$ cat src/rtl/uart_arb_pkg.sv
// -----------------------------------------------------------------------------
// uart_arb_pkg
// Shared types and constants for the UART TX round-robin arbiter.
//   arb_state_e : arbiter FSM states (IDLE / HDR / XFER)
//   HDR_TAG     : upper nibble of the optional packet header byte
//   MAX_REQ     : largest supported requester count (header carries 4-bit index)
// The HDR state is used only when UART_ARB_HDR_EN is defined.
// -----------------------------------------------------------------------------
package uart_arb_pkg;

  localparam int unsigned MAX_REQ  = 16;
  localparam int unsigned HDR_BITS = 8;
  localparam logic [3:0]  HDR_TAG  = 4'hA;

  typedef enum logic [1:0] {
    ST_IDLE = 2'd0,
    ST_HDR  = 2'd1,
    ST_XFER = 2'd2
  } arb_state_e;

  // Header byte announcing which requester owns the following packet.
  function automatic logic [HDR_BITS-1:0] hdr_byte(input logic [3:0] idx);
    return {HDR_TAG, idx};
  endfunction

endpackage

$ cat src/rtl/uart_tx_arbiter_rr_pick.sv
// -----------------------------------------------------------------------------
// rr_pick
// Combinational round-robin selector: finds the first set bit of req searching
// upward from ptr+1, wrapping modulo N_REQ.
//   req      : request vector
//   ptr      : index of the most recent winner
//   pick     : one-hot winner (all zeros when req is empty)
//   pick_idx : binary index of the winner (don't-care when req is empty)
// -----------------------------------------------------------------------------
module rr_pick #(
  parameter int unsigned N_REQ = 4,
  parameter int unsigned IW    = $clog2(N_REQ)
) (
  input  logic [N_REQ-1:0] req,
  input  logic [IW-1:0]    ptr,
  output logic [N_REQ-1:0] pick,
  output logic [IW-1:0]    pick_idx
);

  // One extra bit so ptr+1+offset (at most 2*N_REQ-1) never overflows.
  localparam int unsigned SW = IW + 1;

  logic [SW-1:0]    start;
  logic [N_REQ-1:0] rot;
  logic [IW-1:0]    off;
  logic             hit;

  // Reduce a value in [0, 2*N_REQ) to a requester index.
  function automatic logic [IW-1:0] wrap(input logic [SW-1:0] v);
    if (v >= SW'(N_REQ)) begin
      return IW'(v - SW'(N_REQ));
    end
    return IW'(v);
  endfunction

  assign start = SW'(ptr) + SW'(1);

  // Rotate so that the requester after ptr lands at bit 0.
  always_comb begin : rotate
    rot = '0;
    for (int unsigned j = 0; j < N_REQ; j++) begin
      rot[j] = req[wrap(start + SW'(j))];
    end
  end

  // Lowest set bit of the rotated vector.
  always_comb begin : prio_enc
    hit = 1'b0;
    off = '0;
    for (int unsigned j = 0; j < N_REQ; j++) begin
      if (!hit && rot[j]) begin
        hit = 1'b1;
        off = IW'(j);
      end
    end
  end

  // Un-rotate back to an absolute requester index.
  assign pick_idx = wrap(start + SW'(off));
  assign pick     = hit ? (N_REQ'(1) << pick_idx) : '0;

endmodule

$ cat src/rtl/uart_tx_arbiter.sv
// -----------------------------------------------------------------------------
// uart_tx_arbiter
// Shares one UART TX FIFO write port between N_REQ byte-stream requesters.
// The grant is locked to one requester for a whole packet (terminated by
// req_last) so packets never interleave on the serial line.
//
// Ports:
//   clk, reset   : clock, asynchronous active-high reset
//   req_valid    : [N_REQ]       requester i has a byte
//   req_data     : [N_REQ*DBIT]  byte of requester i at [i*DBIT +: DBIT]
//   req_last     : [N_REQ]       current byte ends the packet
//   req_ready    : [N_REQ]       byte of requester i accepted this cycle
//   wr_uart      : write strobe to the UART TX FIFO (same-cycle with tx_full)
//   w_data       : [DBIT] byte written to the FIFO (zero when not writing)
//   tx_full      : UART TX FIFO full
//   grant        : [N_REQ] one-hot packet owner, zero when idle
//   busy         : a packet is in progress
//
// Optional feature: define UART_ARB_HDR_EN to emit a header byte
// {HDR_TAG, owner[3:0]} before every packet (requires DBIT >= 8).
// -----------------------------------------------------------------------------
module uart_tx_arbiter
  import uart_arb_pkg::*;
#(
  parameter int unsigned N_REQ = 4,
  parameter int unsigned DBIT  = 8
) (
  input  logic                  clk,
  input  logic                  reset,
  input  logic [N_REQ-1:0]      req_valid,
  input  logic [N_REQ*DBIT-1:0] req_data,
  input  logic [N_REQ-1:0]      req_last,
  output logic [N_REQ-1:0]      req_ready,
  output logic                  wr_uart,
  output logic [DBIT-1:0]       w_data,
  input  logic                  tx_full,
  output logic [N_REQ-1:0]      grant,
  output logic                  busy
);

  localparam int unsigned IW = $clog2(N_REQ);

  arb_state_e       state_q, state_d;
  logic [IW-1:0]    ptr_q, ptr_d;
  logic [N_REQ-1:0] grant_q, grant_d;

  logic [N_REQ-1:0] pick;
  logic [IW-1:0]    pick_idx;

  logic             cur_valid;
  logic             cur_last;
  logic [DBIT-1:0]  cur_data;
  logic             xfer;

  rr_pick #(
    .N_REQ (N_REQ),
    .IW    (IW)
  ) u_rr_pick (
    .req      (req_valid),
    .ptr      (ptr_q),
    .pick     (pick),
    .pick_idx (pick_idx)
  );

  // ptr_q doubles as the owner index while a packet is in progress.
  assign cur_valid = req_valid[ptr_q];
  assign cur_last  = req_last[ptr_q];
  assign cur_data  = req_data[DBIT*ptr_q +: DBIT];
  assign xfer      = (state_q == ST_XFER) && cur_valid && !tx_full;

  // State, round-robin pointer and grant registers.
  always_ff @(posedge clk or posedge reset) begin
    if (reset) begin
      state_q <= ST_IDLE;
      ptr_q   <= IW'(N_REQ - 1);
      grant_q <= '0;
    end else begin
      state_q <= state_d;
      ptr_q   <= ptr_d;
      grant_q <= grant_d;
    end
  end

  // Next-state logic.
  always_comb begin
    state_d = state_q;
    ptr_d   = ptr_q;
    grant_d = grant_q;
    case (state_q)
      ST_IDLE: begin
        if (|req_valid) begin
          ptr_d   = pick_idx;
          grant_d = pick;
`ifdef UART_ARB_HDR_EN
          state_d = ST_HDR;
`else
          state_d = ST_XFER;
`endif
        end
      end
`ifdef UART_ARB_HDR_EN
      ST_HDR: begin
        if (!tx_full) begin
          state_d = ST_XFER;
        end
      end
`endif
      ST_XFER: begin
        if (xfer && cur_last) begin
          state_d = ST_IDLE;
          grant_d = '0;
        end
      end
      default: begin
        state_d = ST_IDLE;
        grant_d = '0;
      end
    endcase
  end

  // Output logic: FIFO write side is combinational so tx_full is honoured
  // in the same cycle.
  always_comb begin
    req_ready = '0;
    wr_uart   = 1'b0;
    w_data    = '0;
    busy      = (state_q != ST_IDLE);
    case (state_q)
`ifdef UART_ARB_HDR_EN
      ST_HDR: begin
        if (!tx_full) begin
          wr_uart = 1'b1;
          w_data  = DBIT'(hdr_byte(4'(ptr_q)));
        end
      end
`endif
      ST_XFER: begin
        req_ready[ptr_q] = !tx_full;
        wr_uart          = xfer;
        if (xfer) begin
          w_data = cur_data;
        end
      end
      default: begin
        req_ready = '0;
      end
    endcase
  end

  assign grant = grant_q;

endmodule
$ cat config.mk
export PLATFORM = sky130hd
export DESIGN_NAME = uart_tx_arbiter
export DESIGN_NICKNAME = d
export VERILOG_FILES = /design/src/rtl/uart_arb_pkg.sv /design/src/rtl/uart_tx_arbiter_rr_pick.sv /design/src/rtl/uart_tx_arbiter.sv
export SDC_FILE = /design/constraint.sdc
export NUM_CORES = 1
export LEC_CHECK = 0
export ABC_AREA = 1
export BUFFER_PORTS_ARGS = -buffer_cell sky130_fd_sc_hd__buf_2
export CAP_MARGIN = 20
export CORE_UTILIZATION = 43
export DETAILED_ROUTE_END_ITERATION = 16
export GPL_ROUTABILITY_DRIVEN = 0
export PLACE_DENSITY = 0.8
export SYNTH_ARGS = -nofsm -noshare
export SYNTH_HDL_FRONTEND = slang
export SYNTH_SLANG_ARGS = --single-unit
$ cat constraint.sdc
create_clock -name clk -period 3.4 [get_ports clk]
set_input_delay 0.85 -clock clk [delete_from_list [all_inputs] [get_ports clk]]
set_output_delay 0.85 -clock clk [all_outputs]
set_load 0.02 [all_outputs]
# Yosys cells after proc, flatten, opt, wreduce, memory -nomap -nowiden
# Cells that the tools add are included.
# classes
addsub	10
order_cmp	11
n_eq_ne	3
shifts	2
mux	47
n_bitwise	1
reduce_logical	16
# op_table
cell	n
32-bit by 6-bit indexed part select with 8-bit output	1
2-bit two-way mux	14
1-bit two-way mux	18
4-bit two-way mux	4
8-bit two-way mux	2
3-bit >= comparator, second input constant	5
2-bit by 3-bit less-than comparator with 1-bit output, second input constant	5
1-bit binary-select mux with 2-bit select	6
2-bit by 1-bit subtractor with 2-bit output, second input constant	5
4-bit one-hot mux with 2 select lines	1
1-bit logical AND	7
3-bit by 2-bit adder with 3-bit output, second input constant	2
4-bit AND	1
1-bit zero test	4
2-bit one-hot mux with 2 select lines	1
2-bit AND reduction	2
4-bit OR reduction	1
1-bit by 2-bit << shifter with 4-bit output, first input constant	1
2-bit by 1-bit adder with 3-bit output, second input constant	1
3-bit by 1-bit adder with 3-bit output, second input constant	1
3-bit by 2-bit adder with 3-bit output	1
1-bit demux with 2-bit select	1
2-bit == test, second input constant	1
2-bit by 1-bit >= comparator with 1-bit output, second input constant	1
other kinds (4)	4
# totals
regBits	8
input_bits	43
output_inout_bits	18
elab_cells	93

# Depth between registers and ports, before layout
# Gate-level depths: netlist of the first run.
# logic_depth
depth_word	24
mapped_depth	19
ltp_nobuf	16

# Cells and area by module
# Synthesis of the first run repeated with hierarchy kept, for this count alone.
# unflattened
hier_cells	196
hier_area_um2	1172.4
# by_module_without_submodules
mod	instances	cells_per_inst	area_each_um2	seq_area_each_um2
uart_tx_arbiter	1	124	780.7	177.7
rr_pick	1	72	391.6	0.0

# Worst setup path before layout of the first run
# Ideal clock, no wire load.
# synth_timing
path_kind	input -> output
from	input port tx_full
to	output port w_data[0]
arrival_ps	1979
required_time_ps	2550
setup_slack_ps	571
path_stages	4
path_buffers	0
cell_sequence	or2_1 > nor3_4 > inv_2 > a21oi_1
# synth_via
elab_chain_cells	4
# synth_lines
item	line_no	text
start, declared	uart_tx_arbiter.sv:36	input logic tx_full,
1-bit zero test	uart_tx_arbiter.sv:69	assign xfer = (state_q == ST_XFER) && cur_valid && !tx_full;
1-bit logical AND	uart_tx_arbiter.sv:69	
8-bit two-way mux	uart_tx_arbiter.sv:140	if (xfer) begin
8-bit two-way mux	uart_tx_arbiter.sv:128	case (state_q)
end, declared	uart_tx_arbiter.sv:35	output logic [DBIT-1:0] w_data,
# No other way between the ends.

# Worst setup path in the final report of the first run
# layout_timing
from	register ptr_q[0]
to	output port w_data[2]
# layout_via
elab_chain_cells	6
elab_cells_between_ends	7
cone_classes	1 x shift; 4 x mux; 2 x reduce/logical
# layout_lines
item	line_no	text
start, declared	uart_tx_arbiter.sv:44	logic [IW-1:0] ptr_q, ptr_d;
start signal, assigned	uart_tx_arbiter.sv:75	ptr_q <= IW'(N_REQ - 1);
start signal, assigned	uart_tx_arbiter.sv:79	ptr_q <= ptr_d;
branches (longest 4 deep; another with 32-bit by 6-bit indexed part select with 8-bit output)	--	
8-bit two-way mux *	uart_tx_arbiter.sv:140	
8-bit two-way mux *	uart_tx_arbiter.sv:128	
# Every way passes the cells marked *. The select of a mux whose other input is x is not followed.

==> results of run 1 <==
per-stage QoR:
stage / instances / instance area, um2 / utilization [%] / setup slack [ps]
CTS: 259 / 1310 / 59.7 / 364
global route: 259 / 1310 / 59.7 / 158
global placement: 255 / 1280 / 58.5 / 609
floorplan: 173 / 995 / - / 571
detailed placement: 255 / 1280 / 58.5 / 570
finish: 259 / 1310 / 59.7 / 361
kinds of logic (layout without fill, tap and decap cells):
| kind of cell | count (synthesis) | after routing | share of synthesized area, % |
|---|---|---|---|
| buffers and inverters | 24 | 82 | 12.6 |
| AND/OR/NAND/NOR | 107 | 107 | 47.5 |
| XOR/XNOR | 1 | 1 | 0.881 |
| AO/OA/AOI/OAI | 29 | 29 | 14.8 |
| flip-flops | 7 | 7 | 17.9 |
| adder cells (fa/ha/maj) | 5 | 5 | 6.29 |
layout make-up:
type | instances | area, um2 | share of cell area (%)
clock buffers | 4 | 26.3 | 2.01
repair buffers | 61 | 308 | 23.5
multi-input cells | 142 | 692 | 52.9
inverters | 17 | 68.8 | 5.26
flip-flops and latches | 7 | 178 | 13.6
well taps | 28 | 35.0 | 2.68
registers in the layout (all words and copies together) (netlist names):
register  cells
state_q       1
grant         4
ptr_q         2
layer usage:
metal	vias to the layer above	part of all wire (%)
met5	-	0
met4	0	1.6
met3	4	9.0
met2	51	46
met1	549	43
li1	656	-
cells in the final DEF, fill, tap and decap left out:
cell | Yosys | routed
buf_2 | 3 | 60
nor2_1 | 43 | 43
nand2_1 | 39 | 39
o21ai_0 | 18 | 18
inv_1 | 14 | 14
nand2_2 | 12 | 12
a21oi_1 | 9 | 9
nand3_1 | 8 | 8
ha_1 | 5 | 5
dfrtp_1 | 5 | 5
clkbuf_4 | 0 | 3
inv_2 | 2 | 2
dfstp_2 | 2 | 2
inv_6 | 1 | 1
nor2_4 | 1 | 1
xor2_1 | 1 | 1
nand3_2 | 1 | 1
nand4_1 | 1 | 1
or2_1 | 1 | 1
nor3_4 | 1 | 1
o22ai_1 | 1 | 1
a31oi_1 | 1 | 1
clkbuf_1 | 0 | 1
buf_4 | 2 | 1
path summary, 6_finish.rpt:
| path | start | slack, ps | end |
|---|---|---|---|
| worst max-delay path | ptr_q[0] | 360 | w_data[2] |
| worst min-delay path | reset | 510 | grant[0] |
| worst max register to register | ptr_q[1] | 580 | grant[3] |
| worst min register to register | grant[0] | 510 | grant[0] |
| max in group asynchronous | reset | 2630 | ptr_q[1] |
| min in group clk | grant[0] | 510 | grant[0] |
power by group through the flow:
stage | Clock [mW] | Combinational, mW | Sequential (mW)
global placement | 0 | 1.00 | 0.187
floorplan | 0 | 0.859 | 0.170
CTS | 0.0761 | 1.02 | 0.190
finish | 0.0743 | 1.02 | 0.190
global route | 0.0816 | 1.17 | 0.200
detailed placement | 0 | 1.02 | 0.191
==> summary.txt, run 1 <==
Die
  – DIE WIDTH: ~50 um
  – Die Area: ~2500 um2
  – Chip Height: around 50 um
  – Core area: 2190 um2
  – I/O pin total: between 60 and 70
  – # rows: 17
  – Starting Density: between 40% and 50%

Logic synthesis
  – Post-synthesis sequential area ratio: between 10% and 20%
  – Ys flop type: dfrtp_1
  – Mean Syn Cell Area: around 5.7 um2
  – Yosys warns: 0
  – Share of async-settable or async-resettable flops after synthesis: between 90% and 100%
  – Mapped Cells: 173
  – Largest area contributor in the netlist: nor2_1
  – Number of synthesized register bits: 7
  – EDFF count, synth: 0
  – Largest cells by area after synthesis: nor2_1 16%, nand2_1 15%, dfrtp_1 13%
  – Synth cell types: 24
  – Cell area after synthesis: a little under 1000 um2
  – Syn Nets: roughly 220
  – Synth top area share: between 15 and 20%
  – Count leader, synth: nor2_1
  – Most common library cells after synthesis: 43 x nor2_1, 39 x nand2_1, 18 x o21ai_0, 14 x inv_1, 12 x nand2_2

Power
  – Switching Fraction: 59.0%
  – P_sw: roughly 760 uW
  – Flop pwr share: around 15%
  – Part of the power in the clock network: around 5.8%
  – Leak pwr: between 0.7 and 0.8 nW
  – Comb power frac: approximately four fifths
  – Total Power: roughly 1.3 mW
  – Pwr dens: about 1000 nW/um2
  – Worst vdd ir: slightly below 0.6 mV
  – Internal Pwr Total: between 500 and 600 uW

STA
  – Setup TNS: 0 ps
  – Final setup fails: 0
  – Hold_ws: just over 500 ps
  – Least-Margin Pin Slew: about 330 ps
  – Clock Skew: ~1.5 ps
  – Crit share post-route: 89.4%
  – Final max-slew violation count: 0
  – Max Freq: between 300 and 400 MHz
  – RSZ-0062 raised after global routing: false
  – Post-layout min period: slightly above 3000 ps
  – Final hold viol count: 0
  – Slew HR: around four fifths

Outcome
  – Status: completed

Clock network
  – Setup Fix Bufs, Post-CTS: 0
  – Num Clock Sinks: 7
  – Num CTS Buffers: 3
  – Htree depth: 1
  – CTS tree: done
  – Clock network latency to the later pin of the worst-skew pair: approximately 250 ps
  – CTS root buf: clkbuf_4
  – Clock transition at path regs: 50 ps
  – Clk buf depth: 2
  – Cts repair resizes: 0
  – Hold_buf cts: 0

Global routing
  – GRT met1 Usage: between 20% and 30%
  – Initial antenna violation count: 0
  – Pin count of the biggest net entering global routing: 31
  – First-pass GRT wire length: between 4000 and 5000 um
  – Tot GR Track Use: between 20 and 25%
  – Most Crowded Layer GR: met2
  – Met3 Usage GRT: 5.56%
  – Vias in the first global route: about 1100
  – Total grt overflow: 0
  – M2 GR Usage: ~40%

Detailed routing
  – TritonRoute pass-1 iters: 4
  – Initial drt markers: 29
  – Final WL: around 2700 um
  – Vias/cell: 4.86
  – DRC violations left: 0
  – Avg WL per Cell: around 10 um
  – DRT antenna net count: 0
  – DR vias: about 1300

Setup path
  – Critical Path Source Type: flop
  – Most used cell, CP: nand2_1
  – Cell family with most CP delay: flip-flops
  – Critical-path cell list: buf_4, nand2_1, nand2_1, nor2_1, nor3_4, inv_2, a21oi_1, buf_2
  – Worst reg-to-reg path cell count: 16
  – Worst path slowest cell: dfstp_2
  – Worst setup EP type: output pin
  – Crit path buffers/inverters: 3
  – Crit path kind: flop to output pin
  – Worst Path Required: ~2600 ps
  – Critical Path Stages: 8
  – Worst EP arrival: ~2200 ps
  – CP Max Fanout: 15
  – Max stage delay on crit path: just over 700 ps

Finish
  – Layout cells sized above 1: between 30% and 40%
  – Antenna fix cells: 0
  – Final net count: between 200 and 300
  – Layout area overhead: 31.4%
  – Fillers: about 240

Place
  – HPWL after DPL: ~2100 um
  – PortBufs: 60

Worst hold path
  – HP Class: input pin to async pin

Job
  – Max Cap Viol: 0
Power figures use the tool's default switching activity.
==> inputs of run 2 (changes only) <==
--- a/config.mk
+++ b/config.mk
@@ -11,6 +11,7 @@
 export CORE_UTILIZATION = 43
 export DETAILED_ROUTE_END_ITERATION = 16
 export GPL_ROUTABILITY_DRIVEN = 0
+export MAX_ROUTING_LAYER = met4
 export PLACE_DENSITY = 0.8
 export SYNTH_ARGS = -nofsm -noshare
 export SYNTH_HDL_FRONTEND = slang
==> run 2 against run 1 <==
Total power about the same; final cell count unchanged; critical path depth unchanged; die area unchanged; sequential cell count unchanged; clock skew about the same; count of clock-buffer cells in the layout unchanged; largest cell class unchanged; global-route usage increased by 0.42 points; highest routed layer unchanged; first-iteration DRC count unchanged; register-to-register slack about the same; non-clock buffer count unchanged; sequential power about the same.
==> summary.txt, run 2 (synthesis results as in run 1) <==
Outcome
  – Status: completed

Finish
  – Final net count: 280 (unchanged)
  – Most frequent cells in the layout: 60 x buf_2, 43 x nor2_1, 39 x nand2_1
  – Leading cell type in the layout, fill and taps excluded: buf_2
  – Layout area overhead: 31.4% (unchanged)
  – Multi-input logic area: 692 um2 (unchanged)
  – Largest register FFs: 4 (unchanged)
  – Layout cells sized above 1: 36.4% (unchanged)
  – Layout Utilization: 59.7% (unchanged)
  – Fillers: 235 (unchanged)
  – Final instance area: 1310 um2 (unchanged)
  – Storage element area: 178 um2 (unchanged)
  – Antenna fix cells: 0 (unchanged)
  – Layout Cells excl Fill: 259 (unchanged)

STA
  – Least-Margin Pin Slew: 326 ps (-0.0715 ps)
  – Post-layout min period: 3040 ps (-2.74 ps)
  – Max Freq: 329 MHz (about the same)
  – Crit share post-route: 89.3% (about the same)
  – Slew HR: 78.2% (about the same)
  – Clock Skew: 1.78 ps (+0.291 ps)
  – Final hold viol count: 0 (unchanged)
  – Final setup fails: 0 (unchanged)
  – Setup TNS: 0 ps (unchanged)
  – Final max-slew violation count: 0 (unchanged)
  – RSZ-0062 raised after global routing: false

Clock network
  – Clock transition at path regs: 50 ps (about the same)
  – Cts repair resizes: 0 (unchanged)
  – Hold_buf cts: 0 (unchanged)
  – Num CTS Buffers: 3 (unchanged)
  – CTS root buf: clkbuf_4
  – Clock network latency to the later pin of the worst-skew pair: 250 ps (about the same)
  – CTS tree: done
  – Setup Fix Bufs, Post-CTS: 0 (unchanged)
  – Num Clock Sinks: 7 (unchanged)
  – Htree depth: 1 (unchanged)
  – Clk buf depth: 2 (unchanged)

Detailed routing
  – Avg WL per Cell: 10.4 um (+0.26%)
  – Final WL: 2680 um (+0.26%)
  – DRT antenna net count: 0 (unchanged)
  – DR vias: 1263 (+0.24%)
  – Initial drt markers: 29 (unchanged)
  – Vias/cell: 4.88 (+0.24%)
  – DRC violations left: 0 (unchanged)
  – TritonRoute pass-1 iters: 4 (unchanged)

Power
  – P_sw: 760 uW (+0.15%)
  – Worst vdd ir: 0.582 mV (about the same)
  – Leak pwr: 0.779 nW (unchanged)
  – Pwr dens: 985 nW/um2 (about the same)
  – Comb power frac: 79.4% (about the same)
  – Switching Fraction: 59.0% (about the same)
  – Internal Pwr Total: 528 uW (about the same)
  – Part of the power in the clock network: 5.8% (about the same)
  – Flop pwr share: 14.8% (about the same)

Setup path
  – Worst EP arrival: 2190 ps (about the same)
  – Worst setup EP type: output pin
  – Crit path kind: flop to output pin
  – CP Max Fanout: 15 (unchanged)
  – Worst Path Required: 2550 ps (about the same)
  – Critical Path Source Type: flop

Global routing
  – Tot GR Track Use: 22.9% (+0.42 points)
  – Initial antenna violation count: 0 (unchanged)
  – Vias in the first global route: 1145 (+0.70%)
  – Pin count of the biggest net entering global routing: 31 (unchanged)
  – First-pass GRT wire length: 4520 um (-0.15%)
  – Total grt overflow: 0 (unchanged)

Die
  – I/O pin total: 61 (unchanged)
  – Chip Height: 50.1 um (unchanged)
  – Die Area: 2510 um2 (unchanged)
  – Core area: 2190 um2 (unchanged)
  – Starting Density: 45.4% (unchanged)
  – DIE WIDTH: 50.1 um (unchanged)
  – # rows: 17 (unchanged)

Place
  – PortBufs: 60 (unchanged)
  – HPWL after DPL: 2070 um (unchanged)
  – Placed cell areas: 1280 um2 (unchanged)
  – Placed insts: 255 (unchanged)

Worst hold path
  – HP Class: input pin to async pin

Job
  – Max Cap Viol: 0 (unchanged)
==> run 2: cell counts in the layout (fill, tap and decap cells not counted) <==
Identical to the previous run, type by type.
==> run 2: area by class of cell <==
type                    count  area share (%)
inverters                  17            5.26
multi-input cells         142            52.9
clock buffers               4            2.01
repair buffers             61            23.5
well taps                  28            2.68
flip-flops and latches      7            13.6
==> run 2: critical path, stage by stage (launching register included) <==
cell	delay [ps]
dfstp_2	720
buf_4	270
nand2_1	60
nand2_1	110
nor2_1	80
nor3_4	250
inv_2	120
a21oi_1	140
buf_2	180
==> run 2: per-stage QoR <==
stage / power, mW / setup slack (ps) / hold WS, ps
final: 1.29 / 364 / 508
after CTS: 1.29 / 364 / 513
after global routing: 1.45 / 164 / 534
after global placement: 1.19 / 609 / 479
after floorplan: 1.03 / 571 / 595
after detailed placement: 1.21 / 570 / 502
==> run 2: worst paths after layout <==
path                            cells after the start      from  slack [ps]         to
worst min-delay path                                2     reset         510   grant[0]
worst max-delay path                                8  ptr_q[0]         360  w_data[2]
worst max register to register                     16  ptr_q[1]         570   grant[3]
worst min register to register                      2  grant[0]         510   grant[0]
max in group asynchronous                           2     reset        2630   ptr_q[1]
min in group clk                                    2  grant[0]         510   grant[0]
==> run 2: power groups by stage <==
stage	clock network, mW	logic [mW]	registers, mW
final	0.0752	1.02	0.190
after global routing	0.0801	1.17	0.200
after CTS	0.0761	1.02	0.190
after detailed placement	0	1.02	0.191
after global placement	0	1.00	0.187
after floorplan	0	0.859	0.170
==> run 2: metal layers <==
| metal | up-vias | part of all wire, % | global-route usage (%) |
|---|---|---|---|
| li1 | 657 | - | - |
| met1 | 553 | 43 | 25.9 |
| met2 | 47 | 46 | 40.0 |
| met3 | 6 | 9.0 | 4.63 |
| met4 | 0 | 1.9 | 6.67 |
| met5 | - | 0 | - |
==> inputs of run 3 (changes only) <==
==> constraint.sdc (replaced) <==
create_clock -name clk -period 3.3 [get_ports clk]
set_input_delay 0.825 -clock clk [delete_from_list [all_inputs] [get_ports clk]]
set_output_delay 0.825 -clock clk [all_outputs]
set_load 0.02 [all_outputs]
==> run 3 against run 2 <==
Die area stayed put; total power increased by 2.1%; global-route usage is 0.12 points lower; clock skew grew 2.1 ps; design area did not move; clock power up 6.4%; combinational power is essentially flat; sequential share of layout area unchanged; sequential power is essentially flat; hold slack worse by 31 ps.
==> summary.txt, run 3 (synthesis results as in run 1) <==
Finish
  – Final net count: 280 (unchanged)
  – Layout Utilization: 59.7% (unchanged)
  – Layout area overhead: 31.4% (unchanged)
  – Leading cell type in the layout, fill and taps excluded: buf_2
  – Fillers: 249 (+6.0%)
  – Largest register FFs: 4 (unchanged)
  – Multi-input logic area: 692 um2 (unchanged)
  – Layout cells sized above 1: 36.4% (unchanged)
  – Antenna fix cells: 0 (unchanged)
  – Final instance area: 1310 um2 (unchanged)
  – Storage element area: 178 um2 (unchanged)
  – Most frequent cells in the layout: 60 x buf_2, 43 x nor2_1, 39 x nand2_1

Setup path
  – Worst EP arrival: 2960 ps (+770 ps)
  – Worst reg-to-reg path cell count: 16 (unchanged)
  – Crit path kind: flop to flop
  – CP Max Fanout: 14 (-1)
  – Critical-path cell list: inv_1, ha_1, inv_2, nand2_1, nand2_2, nand2_1, nand2_2, a31oi_1, nor2_1, ha_1, xor2_1, inv_1, nand3_2, nand2_2, nand2_1, nand2_1
  – Max stage delay on crit path: 680 ps (-40 ps)
  – Critical Path Source Type: flop
  – Worst Path Required: 3450 ps (+900 ps)
  – Worst path slowest cell: dfstp_2
  – Worst setup EP type: flop
  – Most used cell, CP: nand2_1

Clock network
  – Clock network latency to the later pin of the worst-skew pair: 260 ps (about the same)
  – Num Clock Sinks: 7 (unchanged)
  – Clock transition at path regs: 50 ps (about the same)
  – CTS root buf: clkbuf_4
  – CTS tree: done
  – Clk buf depth: 2 (unchanged)
  – Setup Fix Bufs, Post-CTS: 0 (unchanged)
  – Num CTS Buffers: 3 (unchanged)
  – Cts repair resizes: 0 (unchanged)
  – Htree depth: 1 (unchanged)
  – Hold_buf cts: 0 (unchanged)

Die
  – I/O pin total: 61 (unchanged)
  – Die Area: 2510 um2 (unchanged)
  – Starting Density: 45.4% (unchanged)
  – DIE WIDTH: 50.1 um (unchanged)
  – Chip Height: 50.1 um (unchanged)
  – # rows: 17 (unchanged)
  – Core area: 2190 um2 (unchanged)

Global routing
  – Total grt overflow: 0 (unchanged)
  – Pin count of the biggest net entering global routing: 31 (unchanged)
  – Vias in the first global route: 1088 (-5.0%)
  – Tot GR Track Use: 22.8% (-0.12 points)
  – First-pass GRT wire length: 4310 um (-4.7%)
  – Initial antenna violation count: 0 (unchanged)

Detailed routing
  – Vias/cell: 4.92 (+0.79%)
  – DR vias: 1273 (+0.79%)
  – DRT antenna net count: 0 (unchanged)
  – Initial drt markers: 26 (-10%)
  – Final WL: 2590 um (-3.4%)
  – Avg WL per Cell: 10.0 um (-3.4%)
  – TritonRoute pass-1 iters: 6 (+2)
  – DRC violations left: 0 (unchanged)

Outcome
  – Status: completed

STA
  – Hold_ws: 477 ps (-30.8 ps)
  – Least-Margin Pin Slew: 335 ps (+8.62 ps)
  – Final worst setup slack: 490 ps (+126 ps)
  – Final hold viol count: 0 (unchanged)
  – Crit share post-route: a little under nine tenths
  – RSZ-0062 raised after global routing: false
  – Slew HR: 77.6% (-0.58 points)
  – Setup TNS: 0 ps (unchanged)
  – Post-layout min period: approximately 2800 ps
  – Max Freq: ~360 MHz
  – Clock Skew: 3.92 ps (+2.14 ps)
  – Final setup fails: 0 (unchanged)
  – Final max-slew violation count: 0 (unchanged)

Power
  – Pwr dens: 1010 nW/um2 (+2.1%)
  – Worst vdd ir: 0.687 mV (+18%)
  – Part of the power in the clock network: 6.1% (+0.3 points)
  – Switching Fraction: 58.6% (-0.45 points)
  – P_sw: 770 uW (+1.3%)
  – Comb power frac: 79.6% (+0.2 points)
  – Internal Pwr Total: 545 uW (+3.2%)
  – Flop pwr share: 14.3% (-0.5 points)
  – Leak pwr: 0.779 nW (unchanged)

Job
  – Max Cap Viol: 0 (unchanged)

Worst hold path
  – HP Class: input pin to async pin

Place
  – PortBufs: 60 (unchanged)
  – HPWL after DPL: 1950 um (-5.5%)
  – Pre-CTS setup slack: 491 ps (-79.4 ps)
  – Placed cell areas: 1280 um2 (unchanged)
## run 3: cell counts in the layout (fill, tap and decap cells not counted)
Identical to the previous run, type by type.
## run 3: power groups by stage
stage	Combinational, mW	Sequential (mW)	Clock [mW]
5_1_grt	1.20	0.197	0.0851
3_3_place_gp	1.03	0.187	0
2_1_floorplan	0.886	0.175	0
4_1_cts	1.05	0.188	0.0814
6_report	1.05	0.188	0.0800
3_5_place_dp	1.05	0.188	0
## run 3: cell type report
class / count / share of cell area (%)
repair buffers: 61 / 23.5
inverters: 17 / 5.26
well taps: 28 / 2.68
flip-flops and latches: 7 / 13.6
multi-input cells: 142 / 52.9
clock buffers: 4 / 2.01
## run 3: per-layer routing
metal | track usage, % | share of wire, % | vias up
met5 | - | 0 | -
met4 | 10.0 | 2.0 | 0
met3 | 7.41 | 10 | 7
met2 | 37.3 | 44 | 50
met1 | 24.8 | 44 | 558
li1 | - | - | 658
## run 3: path summary, 6_finish.rpt
check | start | slack, ps | endpoint
setup / recovery | ptr_q[1] | 490 | grant[3]
hold / removal | reset | 480 | grant[2]
setup reg to reg | ptr_q[1] | 490 | grant[3]
hold reg to reg | state_q[1] | 490 | state_q[1]
max in group asynchronous | reset | 2560 | ptr_q[1]
min in group clk | state_q[1] | 490 | state_q[1]
## run 3: through the flow
stage	cells	total power, mW
finish	259	1.31
global route	259	1.48
detailed placement	255	1.24
CTS	259	1.32
floorplan	173	1.06
global placement	255	1.22
## run 3: worst max-delay path, delay by kind of cell, from the launching register on
kind | cells | cell delay, ps
compound gates | 1 | 150
xor+xnor | 1 | 200
buf+inv | 3 | 400
fa+ha+maj | 2 | 650
simple gates | 9 | 620
flops | 1 | 680
